==> src/rtl/ram_dump_pkg.sv <==
// rtl/ram_dump_pkg.sv - state type, default geometry and last-address helper for ram_dump_streamer
package ram_dump_pkg;

   typedef enum logic [2:0] {IDLE, WAIT, CAPTURE, SEND, CHK, DONE} state_t;

   localparam int DEF_ADDR_W     = 16;
   localparam int DEF_DATA_W     = 8;
   localparam int DEF_START_ADDR = 2;
   localparam int DEF_STRIDE     = 4;
   localparam int DEF_END_ADDR   = 65535;
   localparam int DEF_RD_LAT     = 1;

   // Down-counter width; holds RD_LAT-1 for RD_LAT in 1..4
   localparam int LAT_W = 2;

   function automatic int calc_last_addr(input int start_addr, input int stride, input int end_addr);
      return start_addr + ((end_addr - start_addr) / stride) * stride;
   endfunction

   localparam int LAST_ADDR = calc_last_addr(DEF_START_ADDR, DEF_STRIDE, DEF_END_ADDR);

endpackage

==> src/rtl/ram_dump_streamer.sv <==
// rtl/ram_dump_streamer.sv - walks the data RAM after PROCESS_DONE and streams one byte per address
// Optional trailing two's-complement checksum beat when DUMP_CHECKSUM_EN is defined.
module ram_dump_streamer
   import ram_dump_pkg::*;
#(
   parameter int ADDR_W     = DEF_ADDR_W,
   parameter int DATA_W     = DEF_DATA_W,
   parameter int START_ADDR = DEF_START_ADDR,
   parameter int STRIDE     = DEF_STRIDE,
   parameter int END_ADDR   = DEF_END_ADDR,
   parameter int RD_LAT     = DEF_RD_LAT
) (
   input  logic              MAIN_CLOCK,
   input  logic              RESET,
   input  logic              PROCESS_DONE,
   output logic [ADDR_W-1:0] ex_address,
   input  logic [DATA_W-1:0] ex_dataout,
   output logic [DATA_W-1:0] dump_data,
   output logic              dump_valid,
   input  logic              dump_ready,
   output logic              dump_last,
   output logic              dump_busy,
   output logic              dump_done
);

   localparam logic [ADDR_W:0]  START_X  = (ADDR_W+1)'(START_ADDR);
   localparam logic [ADDR_W:0]  STRIDE_X = (ADDR_W+1)'(STRIDE);
   localparam logic [ADDR_W:0]  LAST_X   = (ADDR_W+1)'(calc_last_addr(START_ADDR, STRIDE, END_ADDR));
   localparam logic [LAT_W-1:0] LAT_LOAD = LAT_W'(RD_LAT - 1);

   state_t           state;
   logic [ADDR_W:0]  addr;
   logic [LAT_W-1:0] lat_cnt;
   logic             pd_prev;
   logic             pd_armed;
   logic             trigger;

   // A level already high when reset releases must not start a dump: the low phase has to be seen first
   assign trigger    = PROCESS_DONE & ~pd_prev & pd_armed;
   assign ex_address = addr[ADDR_W-1:0];

`ifdef DUMP_CHECKSUM_EN
   logic [7:0] sum;
   logic [7:0] sum_next;
   assign sum_next = sum + 8'(dump_data);
`endif

   always_ff @(posedge MAIN_CLOCK or posedge RESET) begin
      if (RESET) begin
         state      <= IDLE;
         addr       <= START_X;
         lat_cnt    <= '0;
         pd_prev    <= 1'b0;
         pd_armed   <= 1'b0;
         dump_data  <= '0;
         dump_valid <= 1'b0;
         dump_last  <= 1'b0;
         dump_busy  <= 1'b0;
         dump_done  <= 1'b0;
`ifdef DUMP_CHECKSUM_EN
         sum        <= '0;
`endif
      end else begin
         pd_prev <= PROCESS_DONE;
         if (!PROCESS_DONE) pd_armed <= 1'b1;
         case (state)
            IDLE, DONE: begin
               if (trigger) begin
                  state     <= WAIT;
                  addr      <= START_X;
                  lat_cnt   <= LAT_LOAD;
                  dump_busy <= 1'b1;
                  dump_done <= 1'b0;
`ifdef DUMP_CHECKSUM_EN
                  sum       <= '0;
`endif
               end
            end
            WAIT: begin
               if (lat_cnt == '0) state <= CAPTURE;
               else               lat_cnt <= lat_cnt - LAT_W'(1);
            end
            CAPTURE: begin
               dump_data  <= ex_dataout;
               dump_valid <= 1'b1;
`ifdef DUMP_CHECKSUM_EN
               dump_last  <= 1'b0;
`else
               dump_last  <= (addr == LAST_X);
`endif
               state      <= SEND;
            end
            SEND: begin
               if (dump_ready) begin
                  if (addr == LAST_X) begin
`ifdef DUMP_CHECKSUM_EN
                     state     <= CHK;
                     sum       <= sum_next;
                     dump_data <= DATA_W'(~sum_next + 8'd1);
                     dump_last <= 1'b1;
`else
                     state      <= DONE;
                     dump_valid <= 1'b0;
                     dump_last  <= 1'b0;
                     dump_busy  <= 1'b0;
                     dump_done  <= 1'b1;
`endif
                  end else begin
`ifdef DUMP_CHECKSUM_EN
                     sum        <= sum_next;
`endif
                     addr       <= addr + STRIDE_X;
                     lat_cnt    <= LAT_LOAD;
                     dump_valid <= 1'b0;
                     state      <= WAIT;
                  end
               end
            end
`ifdef DUMP_CHECKSUM_EN
            CHK: begin
               if (dump_ready) begin
                  state      <= DONE;
                  dump_valid <= 1'b0;
                  dump_last  <= 1'b0;
                  dump_busy  <= 1'b0;
                  dump_done  <= 1'b1;
               end
            end
`endif
            default: state <= IDLE;
         endcase
      end
   end

endmodule

==> config.mk <==
export PLATFORM = sky130hd
export DESIGN_NAME = ram_dump_streamer
export DESIGN_NICKNAME = d
export VERILOG_FILES = /design/src/rtl/ram_dump_pkg.sv /design/src/rtl/ram_dump_streamer.sv
export SDC_FILE = /design/constraint.sdc
export NUM_CORES = 1
export LEC_CHECK = 0
export ABC_AREA = 1
export CELL_PAD_IN_SITES_DETAIL_PLACEMENT = 0
export CELL_PAD_IN_SITES_GLOBAL_PLACEMENT = 1
export CORE_ASPECT_RATIO = 0.7
export CORE_MARGIN = 5
export CORE_UTILIZATION = 41
export CTS_BUF_LIST = sky130_fd_sc_hd__clkbuf_4 sky130_fd_sc_hd__clkbuf_8
export CTS_CLUSTER_DIAMETER = 150
export DETAILED_ROUTE_END_ITERATION = 10
export PLACE_DENSITY = 0.84
export SETUP_SLACK_MARGIN = 0.3
export SYNTH_ARGS = -nofsm -noshare
export SYNTH_HDL_FRONTEND = slang
export SYNTH_SLANG_ARGS = --single-unit
==> constraint.sdc <==
create_clock -name MAIN_CLOCK -period 4 [get_ports MAIN_CLOCK]
set_input_delay 0.4 -clock MAIN_CLOCK [delete_from_list [all_inputs] [get_ports MAIN_CLOCK]]
set_output_delay 0.4 -clock MAIN_CLOCK [all_outputs]
set_load 0.01 [all_outputs]
After elaboration in Yosys (flattened, before gate mapping) --
Cells that the tools add are included.
Word-level totals: register bits 36, input port bits 12, logic and storage cells 63
Cells by class: add/sub/neg operators 2, equality and inequality tests 11, muxes and demuxes 25, bitwise gates (word level) 3, reduce and logical (&&, ||, !) cells 12
Operator list (count):
- 2-to-1 mux 17 bit | 3
- case mux 17 bit (2 select lines) | 1
- adder 17 x 3 -> 17 bit, second input constant | 1
- equality test 17 x 16 -> 1 bit, second input constant | 1
- 2-to-1 mux 3 bit | 4
- != test 2 bit, second input constant | 6
- case mux 3 bit (4 select lines) | 1
- 2-to-1 mux 2 bit | 4
- case mux 1 bit (2 select lines) | 4
- AND reduction 4 bit | 2
- 2-to-1 mux 1 bit | 7
- equality test 3 x 2 -> 1 bit, second input constant | 2
- case mux 2 bit (3 select lines) | 1
- AND reduction 3 bit | 2
- AND reduction 5 bit | 1
- nonzero test 2 bit | 2
- equality test 3 x 1 -> 1 bit, second input constant | 1
- equality test 3 bit, second input constant | 1
- zero test 3 bit | 1
- nonzero test 3 bit | 1
- bitwise AND 1 bit | 2
- zero test 2 bit | 1
- AND reduction 2 bit | 1
- OR reduction 2 bit | 1
- other kinds (2) | 2

Logic depth before layout (Yosys ltp) --
Gate-level depths: netlist of run 1.
word-level depth 5, mapped depth 10

Worst setup path after synthesis of run 1 --
OpenSTA, ideal clock, no wires.
path type register to register, from register addr[2], to register addr[11], setup time 0.065 ns, arrival time 1.525 ns, path slack 2.410 ns, cell stages (with the launch flop) 11, path buffers 1, clock period less this slack 1.590 ns, cells stage by stage dfrtp_1 ha_1 nand3_2 nor2_4 inv_2 nor2_4 nand3_4 nand2_4 buf_6 nand2_1 nand2_1
On the way: word-level cells in the longest chain between the ends 4, elaborated cells on any way between the ends 7
Ends and longest elaborated chain:
- start: declaration | RTL line ram_dump_streamer.sv:32 | logic [ADDR_W:0] addr;
- start signal: assignment | RTL line ram_dump_streamer.sv:112 | addr <= addr + STRIDE_X;
- adder 17 x 3 -> 17 bit | RTL line ram_dump_streamer.sv:112
- 2-to-1 mux 17 bit | RTL line ram_dump_streamer.sv:95 | if (addr == LAST_X) begin
- 2-to-1 mux 17 bit | RTL line ram_dump_streamer.sv:94 | if (dump_ready) begin
- case mux 17 bit (2 select lines) | RTL line ram_dump_streamer.sv:66 | case (state)
Several ways; a longest one is shown, not always the timed one. The select of a mux whose other input is x is not followed. A chain may end at the register's enable or synchronous reset.

Final worst setup path of run 1 --
from register state[2], to register addr[12]
On the way: word-level cells in the longest chain between the ends 4, elaborated cells on any way between the ends 10
Ends and longest elaborated chain:
- start: declaration | RTL line ram_dump_streamer.sv:31 | state_t state;
- start signal: assignment | RTL line ram_dump_streamer.sv:50 | state <= IDLE;
- start signal: assignment | RTL line ram_dump_streamer.sv:69 | state <= WAIT;
- start signal: assignment | RTL line ram_dump_streamer.sv:80 | if (lat_cnt == '0) state <= CAPTURE;
- equality test 3 bit / zero test 3 bit (equally long branches) | RTL line ram_dump_streamer.sv:66
- OR reduction 2 bit | RTL line ram_dump_streamer.sv:66
- != test 2 bit (no source line) / nonzero test 2 bit (equally long branches)
- AND reduction 4 bit (no source line)
Several ways; a longest one is shown, not always the timed one.

==> results of run 1 <==
area by class of cell:
class / instances / area, sq um
clock buffers: 6 / 76.3
fillers: 486 / 2360
inverters: 23 / 86.3
multi-input cells: 211 / 961
flip-flops and latches: 35 / 877
well taps: 69 / 86.3
repair buffers: 39 / 388
synth_stat cells, drive strengths merged:
cell      n  area, sq um
a21oi     1         5.00
buf      19          141
clkbuf    2         7.51
conb      1         3.75
dfrtp    34          851
dfstp     1         26.3
ha        2         25.0
inv      23         86.3
nand2   118          450
nand3    33          188
nand4     7         43.8
nor2     39          176
o21ai     4         20.0
o21bai    1         7.51
or2       1         6.26
xnor2     1         8.76
xor2      3         26.3
sequential cells by signal, summed over array words and instances, names as in the netlist:
name	cells
addr	16
dump_busy	1
dump_data	8
dump_done	1
dump_last	1
dump_valid	1
lat_cnt	2
pd_armed	1
pd_prev	1
state	3
logic make-up (layout without fill, tap and decap cells):
logic type,after synthesis,in the layout
compound gates,6,6
other cells,1,1
simple gates,198,198
fa+ha+maj,2,2
flops,35,35
xor+xnor,4,4
buf+inv,44,68
metal layers:
layer / track usage / up-vias / wire length [um]
li1: - / 936 / -
met1: 0.243 / 795 / 2550
met2: 0.210 / 37 / 1860
met3: 0.0390 / 4 / 195
met4: 0.0336 / 0 / 23
met5: 0 / - / 0
cells in the final DEF, fill, tap and decap left out, drive strengths merged:
cell           count
nand2            118
nor2              39
clkdlybuf4s50     38
dfrtp             34
nand3             33
inv               23
nand4              7
clkbuf             6
o21ai              4
xor2               3
ha                 2
a21oi              1
o21bai             1
or2                1
xnor2              1
conb               1
dfstp              1
buf                1
where the power goes:
group          switching (mW)  total [mW]  internal, mW
logic                   0.377       0.600         0.223
registers              0.0565       0.492         0.436
clock network           0.119       0.242         0.123
worst register-to-register path, delay by kind of cell (launching register included):
| family | cells | cell delay [ns] |
|---|---|---|
| flip-flops | 1 | 0.40 |
| buffers and inverters | 1 | 0.10 |
| AND/OR/NAND/NOR | 6 | 1.54 |
final timing paths:
path                                                from                  endpoint  slack [ns]  cells past startpoint
worst max-delay path                state[2]$_DFFE_PP0P_      addr[12]$_DFFE_PP0P_        1.90                      7
worst min-delay path            dump_data[7]$_DFFE_PP0N_  dump_data[7]$_DFFE_PP0N_        0.47                      2
worst max register to register      state[2]$_DFFE_PP0P_      addr[12]$_DFFE_PP0P_        1.90                      7
worst min register to register  dump_data[7]$_DFFE_PP0N_  dump_data[7]$_DFFE_PP0N_        0.47                      2
max in group asynchronous                          RESET       addr[1]$_DFFE_PP1P_        3.13                      3
min in group asynchronous                          RESET     dump_done$_DFFE_PP0P_        0.53                      3
==> flow_metrics.tcl, run 1 <==
set metrics [dict create \
    vias 1772 \
    period_share 0.524 \
    synth_seq_area_share 0.423 \
    yosysWarnings 0 \
    synth_fa_ha_area_frac 0.0121 \
    routed_via_density 4.63 \
    crit_path_end_kind "register" \
    hp-class "register to register" \
    dpl_cell_area_sq_um 2400 \
    tritoncts.num_buffers 5 \
    postRouteAntennaNets 0 \
    syn-num-nets 304 \
    synth_top_family_by_area "simple AND/OR/NAND/NOR gates" \
    dpl_worst_slack_ns 1.94 \
    synth-compound-area-share 0.0157 \
    required_ns 4.22 \
    critPathMaxStageDelay_ns 0.49 \
    path_common_cell "nand2_1" \
    max_cap_viol_count 0 \
    power.total_mw 1.33 \
    final_util 0.512 \
    grt_setup_unrepaired "no" \
    instances_no_fill 383 \
    dp_cells 377 \
    fin_area_sq_um 2470 \
    drtPass1Iterations 4 \
    setup_viol 0 \
    cts_hold_buf 0 \
    pwr_density_cell_nw_per_um2 539 \
    antenna_found_initial 0 \
    clk_pin_slew_worst_paths_ns 0.07 \
    fin_nets 329 \
    fp.dieH_um 69.5 \
    slowest_stage "nor2_1" \
    path_buf_inv 1 \
    drive_above_1_share 0.0701 \
    gp_congestion 0.871 \
    drv_slew 0 \
    grt_pass1_vias 1690 \
    cts_resized 0 \
    ir_worst_vdd_mv 0.365 \
    synth-xor-area-share 0.0169 \
    syn_to_final_growth_pct 19.4 \
    clock-sinks 35 \
    synth.cell_area_sq_um 2070 \
    drtIter0Drc 94 \
    initial_utilization 0.429 \
    crit_arrival_ns 2.32 \
    die_w_um 95.0 \
    synth_mux_area_frac 0 \
    maxSlewHeadroom 0.607 \
    synth-simple-area-share 0.417 \
    cts_max_path_buffers 2 \
    synth.avg_cell_area_sq_um 7.15 \
    min_period_ns 2.10 \
    drcViolationCount 0 \
    wl_per_cell_um 12.1 \
    hold_ws_ns 0.473 \
    critical-path-top-delay-family "simple AND/OR/NAND/NOR gates" \
    cts_tree "built" \
    finClkSkew_ns 0.00713 \
    gr-total-overflow 0 \
    grt_start_max_net_pins 36 \
    num_antenna_cells 0 \
    detailed_place_hpwl_mm 3.34 \
    tns_ns 0 \
    rows 21 \
    startpoint_type "register" \
    syn_inst 290 \
    post_synth_num_cell_types 25 \
    critPathMaxFanout 27 \
    ioPinCount 40 \
    dieArea_sq_um 6600 \
    hold_viol_final 0 \
    ys_ff_latch 35 \
    core_area_sq_um 4830 \
    post_cts_buffers 0 \
    cts_root_buf "clkbuf_8" \
    status "completed" \
    clkLatencyLatePin_ns 0.28 \
    critical_path_class "register to register" \
    setup_ws_ns 1.90 \
    wl_mm 4.63 \
    htreeDepth 2 \
    grt_use_total 0.155 \
    portBuffers 38 \
    tightestPinTransition_ns 0.588 \
    fmax_mhz 477 \
    grt_pass1_wl_mm 8.20 \
    leakage_nw 1.16 \
    crit_path_cell_trace "inv_2 -> nand3_2 -> nand2_1 -> nand3_1 -> nor2_1 -> nand2_1 -> nand2_1" \
]
(Power assumes the default switching activity.)
==> run 2: changes to the inputs <==
- CORE_UTILIZATION: 41 -> 38
- PLACE_DENSITY: 0.84 -> 0.78
- clock period: 4 -> 2.08 ns (I/O delays scaled with it)
==> run 2 against run 1 <==
Net effect:
- count of clock-buffer cells in the layout unchanged
- core utilization down 1.2 points
- setup slack lost 1.5 ns
- critical path depth increased by 1
- cell area rose by 6.3%
- combinational power up 120%
- largest power group unchanged
- highest routed layer unchanged
==> flow_metrics.tcl, run 2 (synthesis gave the netlist of run 1 again) <==
set metrics [dict create \
    crit_path_end_kind "register" \
    critical_path_class "register to register" \
    pwr_density_cell_nw_per_um2 1100 \
    drtIter0Drc 179 \
    vias 1839 \
    gp_congestion 0.787 \
    critPathMaxFanout 7 \
    finClkSkew_ns 0.00388 \
    clkLatencyLatePin_ns 0.29 \
    die_w_um 98.3 \
    clock-sinks 35 \
    min_period_ns 1.64 \
    tritoncts.num_buffers 5 \
    portBuffers 38 \
    grt_use_total 0.145 \
    detailed_place_hpwl_mm 3.55 \
    setup_viol 0 \
    drv_slew 0 \
    layout_common_cells "115 x nand2_1, 38 x clkdlybuf4s50_1, 32 x dfrtp_1" \
    grt_pass1_vias 1676 \
    reg2reg_from "addr[3]$_DFFE_PP0P_" \
    max_cap_viol_count 0 \
    cts_root_buf "clkbuf_8" \
    reg_top3 "addr (16), dump_data (8), state (3)" \
    grt_pass1_wl_mm 8.30 \
    cp-startpoint "addr[3]$_DFFE_PP0P_" \
    leakage_nw 1.22 \
    core_area_sq_um 5260 \
    nFillCells 533 \
    hp-class "primary input to asynchronous set/reset pin" \
    dieArea_sq_um 7060 \
    clk_pin_slew_worst_paths_ns 0.07 \
    grt_setup_unrepaired "no" \
    fin_nets 338 \
    startpoint_type "register" \
    required_ns 2.26 \
    regMostFlops "addr" \
    tns_ns 0 \
    final_util 0.500 \
    grt_start_max_net_pins 36 \
    status "completed" \
    num_antenna_cells 0 \
    mostFrequentLayoutCell "nand2_1" \
    cts_hold_buf 0 \
    crit_arrival_ns 1.82 \
    initial_utilization 0.394 \
    ioPinCount 40 \
    largest_reg_flops 16 \
    cts_max_path_buffers 2 \
    wl_mm 4.99 \
    hold_viol_final 0 \
    drive_above_1_share 0.126 \
    fp.dieH_um 71.8 \
    drtPass1Iterations 4 \
    routed_via_density 4.63 \
    antenna_found_initial 0 \
    fmax_mhz 610 \
    cts_tree "built" \
    ir_worst_vdd_mv 0.544 \
    ff2ff_setup_slack_ns 0.44 \
    postRouteAntennaNets 0 \
    htreeDepth 2 \
    drcViolationCount 0 \
    syn_to_final_growth_pct 26.9 \
    rows 22 \
    period_share 0.788 \
    r2r_cells 8 \
    gr-total-overflow 0 \
    wl_per_cell_um 12.6 \
]
## run 2: cell types whose count changed in the layout (fill, tap and decap cells not counted), moves of 2 or more
cell,change
nand2_1,-2
nor2_2,+3
dfrtp_1,-2
nor2_1,-3
buf_4,+7
nand2_2,+2
dfrtp_2,+2
## run 2: area by class of cell
class / instances / area, sq um / area share
inverter: 23 / 86.3 / 0.0328
clock buffer: 6 / 82.6 / 0.0314
timing repair buffer: 46 / 440 / 0.167
sequential: 35 / 880 / 0.334
multi-input combinational: 213 / 1020 / 0.386
clock inverter: 2 / 35.0 / 0.0133
tap: 72 / 90.1 / 0.0343
## run 2: worst paths after layout
path                                                 end
min in group MAIN_CLOCK                pd_prev$_DFF_PP0_
worst min-delay path            dump_data[4]$_DFFE_PP0N_
worst max-delay path                addr[14]$_DFFE_PP0P_
worst min register to register    lat_cnt[1]$_DFFE_PP0P_
max in group asynchronous            addr[3]$_DFFE_PP0P_
worst max register to register      addr[14]$_DFFE_PP0P_
## run 2: timing repair
item | 4_1_cts | 5_1_grt
cloned | 0 | 2
endpoints found under the setup margin | 18 | 28
buffers inserted | 0 | 5
pin swaps | 0 | 2
resized for setup | 3 | 7
## run 2: critical path, stage by stage (launching register included)
cell and delay, ns:
dfrtp_2 0.41, ha_4 0.17, nand3_2 0.14, nor2_4 0.20, nand4_1 0.20, nor2_2 0.18, nor2_2 0.10, nand2_1 0.08
nand2_1 0.05
## run 2: per-stage QoR
| step | cells | hold slack, ns | cell area [sq um] | worst slack [ns] | power [mW] |
|---|---|---|---|---|---|
| global placement | 382 | 0.455 | 2420 | 0.174 | 2.14 |
| global route | 397 | 0.371 | 2630 | 0.309 | 3.14 |
| finish | 397 | 0.309 | 2630 | 0.440 | 2.89 |
| floorplan | 290 | 0.239 | 2070 | 0.490 | 1.73 |
| CTS | 390 | 0.329 | 2540 | 0.320 | 2.80 |
| detailed placement | 382 | 0.454 | 2420 | 0.179 | 2.15 |
## run 2: per-layer routing
layer | share of wire | vias up | GRT usage
li1 | - | 965 | -
met2 | 0.40 | 39 | 0.195
met4 | 0.0058 | 0 | 0.0455
met1 | 0.55 | 831 | 0.222
met3 | 0.043 | 4 | 0.0379
met5 | 0 | - | 0
## run 2: power breakdown
part	leakage, nW	internal (mW)	switching (mW)
Clock	0.0612	0.388	0.247
Combinational	0.710	0.516	0.788
Sequential	0.450	0.841	0.109
